File: config.mk
export PLATFORM = sky130hd
export DESIGN_NAME = iso7816_trigger_shaper_flat
export DESIGN_NICKNAME = d
export VERILOG_FILES = /design/src/rtl/iso7816_trigger_shaper_if.sv /design/src/rtl/iso7816_trigger_shaper.sv /design/src/flat_wrapper.sv
export SDC_FILE = /design/constraint.sdc
export NUM_CORES = 1
export LEC_CHECK = 0
export BUFFER_PORTS_ARGS = -buffer_cell sky130_fd_sc_hd__buf_2
export CAP_MARGIN = 10
export CORE_UTILIZATION = 55
export CTS_CLUSTER_DIAMETER = 60
export DETAILED_ROUTE_END_ITERATION = 6
export HOLD_SLACK_MARGIN = 0.03
export PLACE_DENSITY = 0.87
export SLEW_MARGIN = 5
export SYNTH_ARGS = -nofsm -noshare
export SYNTH_HDL_FRONTEND = slang
export SYNTH_SLANG_ARGS = --single-unit
File: constraint.sdc
create_clock -name CARD_CLK -period 2.6 [get_ports CARD_CLK]
set_clock_uncertainty 0.05 [all_clocks]
set_input_delay 0.26 -clock CARD_CLK [delete_from_list [all_inputs] [get_ports CARD_CLK]]
set_output_delay 0.26 -clock CARD_CLK [all_outputs]
set_load 0.05 [all_outputs]
File: src/rtl/iso7816_trigger_shaper_if.sv
// Trigger shaper control/status bundle.
// Arming and match input in, pulse and counters out.
interface iso7816_trigger_shaper_if #(
  parameter int COUNT_WIDTH = 8
);
  logic                   ARM;
  logic                   TRIG_IN;
  logic                   TRIG_OUT;
  logic                   ARMED;
  logic                   BUSY;
  logic                   DONE;
  logic [COUNT_WIDTH-1:0] FIRE_COUNT;
  logic [COUNT_WIDTH-1:0] MISSED_COUNT;

  modport master (
    output ARM, TRIG_IN,
    input  TRIG_OUT, ARMED, BUSY, DONE,
    input  FIRE_COUNT, MISSED_COUNT
  );

  modport slave (
    input  ARM, TRIG_IN,
    output TRIG_OUT, ARMED, BUSY, DONE,
    output FIRE_COUNT, MISSED_COUNT
  );
endinterface

File: src/rtl/iso7816_trigger_shaper.sv
// Shapes the APDU matcher's match level into a delayed,
// fixed-width trigger pulse with holdoff and fire limiting.
module iso7816_trigger_shaper #(
  parameter int DELAY_CLKS   = 0,
  parameter int PULSE_CLKS   = 16,
  parameter int HOLDOFF_CLKS = 372,
  parameter int MAX_FIRES    = 1,
  parameter int COUNT_WIDTH  = 8
) (
  input logic CARD_CLK,
  input logic RESET_N,
  iso7816_trigger_shaper_if.slave bus
);

  localparam int M1 =
    DELAY_CLKS > PULSE_CLKS ? DELAY_CLKS : PULSE_CLKS;
  localparam int MX =
    M1 > HOLDOFF_CLKS ? M1 : HOLDOFF_CLKS;
  localparam int CW =
    $clog2(MX + 1) < 1 ? 1 : $clog2(MX + 1);

  localparam logic [CW-1:0] DLY_LD =
    CW'(DELAY_CLKS == 0 ? 0 : DELAY_CLKS - 1);
  localparam logic [CW-1:0] PLS_LD =
    CW'(PULSE_CLKS == 0 ? 0 : PULSE_CLKS - 1);
  localparam logic [CW-1:0] HLD_LD =
    CW'(HOLDOFF_CLKS == 0 ? 0 : HOLDOFF_CLKS - 1);

  typedef enum logic [2:0] {
    S_IDLE,
    S_WAIT,
    S_DELAY,
    S_PULSE,
    S_HOLD,
    S_DONE
  } state_t;

  typedef logic [COUNT_WIDTH-1:0] cnt_t;

  state_t          state_q, state_d;
  logic            prev_q;
  logic [CW-1:0]   tmr_q, tmr_d;
  cnt_t            fire_q, fire_d;
  cnt_t            miss_q, miss_d;
  cnt_t            fire_inc;
  logic            trig_edge;

  function automatic cnt_t sat_inc(input cnt_t v);
    return (v == '1) ? v : v + COUNT_WIDTH'(1);
  endfunction

  function automatic state_t rearm(input cnt_t f);
    if (MAX_FIRES != 0 && int'(f) >= MAX_FIRES)
      return S_DONE;
    return S_WAIT;
  endfunction

  assign trig_edge = bus.TRIG_IN & ~prev_q;
  assign fire_inc  = sat_inc(fire_q);

  always_ff @(posedge CARD_CLK or negedge RESET_N) begin
    if (!RESET_N) begin
      state_q <= S_IDLE;
      prev_q  <= 1'b1;
      tmr_q   <= '0;
      fire_q  <= '0;
      miss_q  <= '0;
    end else begin
      state_q <= state_d;
      prev_q  <= bus.TRIG_IN;
      tmr_q   <= tmr_d;
      fire_q  <= fire_d;
      miss_q  <= miss_d;
    end
  end

  always_comb begin
    state_d = state_q;
    tmr_d   = tmr_q;
    fire_d  = fire_q;
    miss_d  = miss_q;
    if (!bus.ARM) begin
      state_d = S_IDLE;
    end else begin
      if (trig_edge && state_q inside
          {S_DELAY, S_PULSE, S_HOLD, S_DONE})
        miss_d = sat_inc(miss_q);
      unique case (state_q)
        S_IDLE: begin
          state_d = S_WAIT;
          fire_d  = '0;
          miss_d  = '0;
        end
        S_WAIT: begin
          if (trig_edge) begin
            if (DELAY_CLKS == 0) begin
              state_d = S_PULSE;
              tmr_d   = PLS_LD;
            end else begin
              state_d = S_DELAY;
              tmr_d   = DLY_LD;
            end
          end
        end
        S_DELAY: begin
          if (tmr_q == '0) begin
            state_d = S_PULSE;
            tmr_d   = PLS_LD;
          end else begin
            tmr_d = tmr_q - CW'(1);
          end
        end
        S_PULSE: begin
          if (tmr_q == '0) begin
            fire_d = fire_inc;
            if (HOLDOFF_CLKS > 0) begin
              state_d = S_HOLD;
              tmr_d   = HLD_LD;
            end else begin
              state_d = rearm(fire_inc);
            end
          end else begin
            tmr_d = tmr_q - CW'(1);
          end
        end
        S_HOLD: begin
          if (tmr_q == '0)
            state_d = rearm(fire_q);
          else
            tmr_d = tmr_q - CW'(1);
        end
        S_DONE: state_d = S_DONE;
        default: state_d = S_IDLE;
      endcase
    end
  end

  assign bus.TRIG_OUT     = (state_q == S_PULSE);
  assign bus.ARMED        = (state_q == S_WAIT);
  assign bus.BUSY         = state_q inside
                            {S_DELAY, S_PULSE, S_HOLD};
  assign bus.DONE         = (state_q == S_DONE);
  assign bus.FIRE_COUNT   = fire_q;
  assign bus.MISSED_COUNT = miss_q;

endmodule

File: src/flat_wrapper.sv
// flat-port wrapper written by rule: the top's interface ports become plain ports
module iso7816_trigger_shaper_flat 
#(
  parameter int DELAY_CLKS   = 0,
  parameter int PULSE_CLKS   = 16,
  parameter int HOLDOFF_CLKS = 372,
  parameter int MAX_FIRES    = 1,
  parameter int COUNT_WIDTH  = 8
)
  (CARD_CLK, RESET_N, bus_ARM, bus_TRIG_IN, bus_TRIG_OUT, bus_ARMED, bus_BUSY, bus_DONE, bus_FIRE_COUNT, bus_MISSED_COUNT);
  iso7816_trigger_shaper_if #(.COUNT_WIDTH(COUNT_WIDTH)) bus_i ();
  input logic CARD_CLK;
  input logic RESET_N;
  input wire logic [$bits(bus_i.ARM)-1:0] bus_ARM;
  input wire logic [$bits(bus_i.TRIG_IN)-1:0] bus_TRIG_IN;
  output wire logic [$bits(bus_i.TRIG_OUT)-1:0] bus_TRIG_OUT;
  output wire logic [$bits(bus_i.ARMED)-1:0] bus_ARMED;
  output wire logic [$bits(bus_i.BUSY)-1:0] bus_BUSY;
  output wire logic [$bits(bus_i.DONE)-1:0] bus_DONE;
  output wire logic [$bits(bus_i.FIRE_COUNT)-1:0] bus_FIRE_COUNT;
  output wire logic [$bits(bus_i.MISSED_COUNT)-1:0] bus_MISSED_COUNT;
  assign bus_i.ARM = bus_ARM;
  assign bus_i.TRIG_IN = bus_TRIG_IN;
  assign bus_TRIG_OUT = bus_i.TRIG_OUT;
  assign bus_ARMED = bus_i.ARMED;
  assign bus_BUSY = bus_i.BUSY;
  assign bus_DONE = bus_i.DONE;
  assign bus_FIRE_COUNT = bus_i.FIRE_COUNT;
  assign bus_MISSED_COUNT = bus_i.MISSED_COUNT;
  iso7816_trigger_shaper #(.DELAY_CLKS(DELAY_CLKS), .PULSE_CLKS(PULSE_CLKS), .HOLDOFF_CLKS(HOLDOFF_CLKS), .MAX_FIRES(MAX_FIRES), .COUNT_WIDTH(COUNT_WIDTH)) u_core (.CARD_CLK(CARD_CLK), .RESET_N(RESET_N), .bus(bus_i));
endmodule
==> flow_metrics.py <==
metrics = {
    "global_routing": {
        "grt_pass1_wl_um": 6310,
        "antenna_found_initial": 0,
        "grt_max_degree": 30,
        "grt-ovfl-total": 0,
        "grt_pass1_vias": 1422,
        "grt_use_total": 0.249,
    },
    "floorplan": {
        "die_area_mm2": 0.00343,
        "fp-row-count": 20,
        "num_io_pins": 24,
        "coreArea_mm2": 0.00305,
        "die_width_um": 58.6,
        "die-height_um": 58.6,
        "initial_core_util": 0.577,
    },
    "setup_path": {
        "r2r_slack_ns": 0.40,
        "startpoint_type": "flip-flop",
        "cp_top_family": "simple AND/OR/NAND/NOR gates",
        "cp_max_fo": 13,
        "critical_path_arrival_ns": 2.42,
        "slowest_delay_ns": 0.56,
        "crit_chain": "ha_1 > and3_1 > and4_1 > o21a_1 > or4_1 > a21oi_1",
        "crit_type": "flip-flop to flip-flop",
        "crit_buf_inv": 0,
        "endpoint_kind": "flip-flop",
        "worst_path_max_delay_cell": "or4_1",
        "crit_required_ns": 2.82,
    },
    "sta": {
        "final.min_clock_period_ns": 2.20,
        "hold-worst-slack_ns": 0.193,
        "slew_viol_final": 0,
        "slew_headroom": 0.589,
        "tightest_slew_ns": 0.616,
        "period_share": 0.847,
        "setup_slack_ns": 0.399,
        "setup_viol": 0,
        "finalHoldViolCount": 0,
        "fmax_ghz": 0.454,
        "fin_setup_tns_ns": 0,
        "rsz0062_at_grt": "no",
    },
    "clock_network": {
        "cts_sinks": 29,
        "post_cts_buffers": 0,
        "holdBufCountCts": 2,
        "clock_latency_ns": 0.34,
        "cts_tree": "yes",
        "htree_levels": 2,
        "ctsResizeCount": 0,
        "clockBufferDepth": 2,
        "cts_root_buf": "clkbuf_4",
        "clkTransAtPathRegs_ns": 0.10,
        "cts_made_buffers": 5,
    },
    "finish": {
        "multi_input_area_um2": 963,
        "nFillCells": 273,
        "syn2layout_area_growth_pct": 14.6,
        "seq_area_um2": 727,
        "fin_nets": 229,
        "layout-drive-gt1-share": 0.195,
        "final_cell_count_no_fill": 264,
        "antenna_cells": 0,
    },
    "placement": {
        "dp_slack_ns": 0.395,
        "portBuffers": 23,
        "gp_congestion": 0.909,
        "place_inst": 254,
        "dp_hpwl_um": 2670,
    },
    "flow_run": {
        "maxCapViolCount": 0,
    },
    "yosys": {
        "yosys.area_share.simple": 0.266,
        "muxShareOfSynthArea": 0.00568,
        "ys_types": 55,
        "synthesis.instances": 194,
        "post_synth_fa_ha_maj_area_fraction": 0.0426,
        "synth_top_family_by_area": "simple AND/OR/NAND/NOR gates",
        "syn_area_mm2": 0.00176,
        "syn-num-nets": 204,
        "avgSynthCellArea_um2": 9.08,
        "synth_edf_count": 0,
        "yosysWarnings": 0,
        "yosysSeqAreaShare": 0.413,
        "synthArstFlopShare": 1.00,
        "synth_compound_area_frac": 0.213,
        "ys.flop_type": "dfrtp_1",
        "ys_ff_latch": 29,
        "synth-xor-area-share": 0.0199,
    },
    "power_and_ir_drop": {
        "p_leak_uw": 0.000910,
        "power_density_mw_per_mm2": 487,
        "totalPowerFinal_uw": 983,
        "ir_drop_mv": 0.321,
    },
    "route": {
        "drt-total-wl_um": 3750,
        "first_iter_violations": 61,
        "drc": 0,
        "final_antenna_net_count": 0,
        "viasPerCell": 6.11,
        "dr.pass1.iters": 4,
        "wire_per_inst_um": 14.2,
        "vias": 1612,
    },
    "hold_path": {
        "hp-class": "primary input to flip-flop",
    },
    "outcome": {
        "status": "finished clean",
    },
}
-- synthesized netlist by cell type (2+ instances only) --
cell       n  area share
a21o_1     3       0.013
nand4_1    3       0.011
nor4_1     3       0.011
dfrtp_1   28        0.40
buf_2      3      0.0085
and2_1     3       0.011
nor3_1     8       0.023
or3_1      3       0.011
nand3_1    7       0.020
nand3b_1   2      0.0085
inv_1      9       0.019
a31oi_1    3       0.011
or2_2      2      0.0071
ha_1       6       0.043
nand2_1    9       0.019
xnor2_1    2      0.0099
xor2_1     2      0.0099
and3_1     4       0.014
o22a_1     2      0.0099
nor2b_1    2      0.0071
o31ai_1    4       0.017
o21ai_0   14       0.040
nand2b_1   2      0.0071
o41ai_1    2      0.0099
clkbuf_1   6       0.013
nor2_1    16       0.034
o211ai_1   3       0.013
a21oi_1   13       0.037
or4_1      3       0.013
o21a_1     2      0.0085
-- stage by stage --
step | instance area [um2] | util
after global placement | 1910 | 0.625
after CTS | 2020 | 0.661
after floorplan | 1760 | -
after global routing | 2020 | 0.661
final | 2020 | 0.661
after detailed placement | 1910 | 0.625
-- final timing paths --
check | from | endpoint | cells after the start
setup / recovery | u_core.bus.FIRE_COUNT[0]$_DFFE_PN0P_ | u_core.bus.FIRE_COUNT[5]$_DFFE_PN0P_ | 6
hold / removal | bus_ARM | u_core.state_q[0]$_DFFE_PN0P_ | 2
setup reg to reg | u_core.bus.FIRE_COUNT[0]$_DFFE_PN0P_ | u_core.bus.FIRE_COUNT[5]$_DFFE_PN0P_ | 6
hold reg to reg | u_core.tmr_q[0]$_DFFE_PN0P_ | u_core.tmr_q[3]$_DFFE_PN0P_ | 2
max in group asynchronous | RESET_N | u_core.bus.FIRE_COUNT[1]$_DFFE_PN0P_ | 2
min in group asynchronous | RESET_N | u_core.bus.MISSED_COUNT[6]$_DFFE_PN0P_ | 2
-- routing by layer --
| layer | track usage | part of all wire |
|---|---|---|
| met2 | 0.389 | 0.46 |
| met4 | 0.105 | 0.016 |
| met1 | 0.328 | 0.47 |
| met3 | 0.0681 | 0.055 |
| met5 | 0 | 0 |
-- flip-flops by register name, indices dropped and copies added, names as in the netlist --
name,cells
u_core.state_q,3
u_core.tmr_q,9
u_core.bus.MISSED_COUNT,8
u_core.bus.FIRE_COUNT,8
u_core.prev_q,1
-- cell usage in the layout, fill, tap and decap left out, types with 4 or more instances in the layout --
| master | instances |
|---|---|
| a21oi_1 | 13 |
| o21ai_0 | 14 |
| inv_1 | 9 |
| and3_1 | 4 |
| nand2_1 | 9 |
| nand3_1 | 7 |
| nor3_1 | 8 |
| clkbuf_4 | 5 |
| dfrtp_1 | 28 |
| buf_2 | 23 |
| nor2_1 | 16 |
| ha_1 | 6 |
| o31ai_1 | 4 |
-- cell families after synthesis --
logic type / count (synthesis)
AOI/OAI and AO/OA: 57
adders and majority gates: 6
and+or+nand+nor: 79
buffers and inverters: 18
DFF: 29
xor gates and xnor gates: 4
muxes: 1
-- layout make-up --
type	count	area share
repair buffers	27	0.0744
multi-input cells	147	0.477
flip-flops and latches	29	0.360
well taps	44	0.0273
clock buffers	6	0.0254
clock inverters	2	0.0186
inverters	9	0.0167
-- power breakdown --
group          switching (uW)  internal [uW]  total (uW)
Clock                     164            228         393
Sequential               27.7            466         494
Combinational            64.2           32.2        96.4
(Power assumes the default switching activity.)
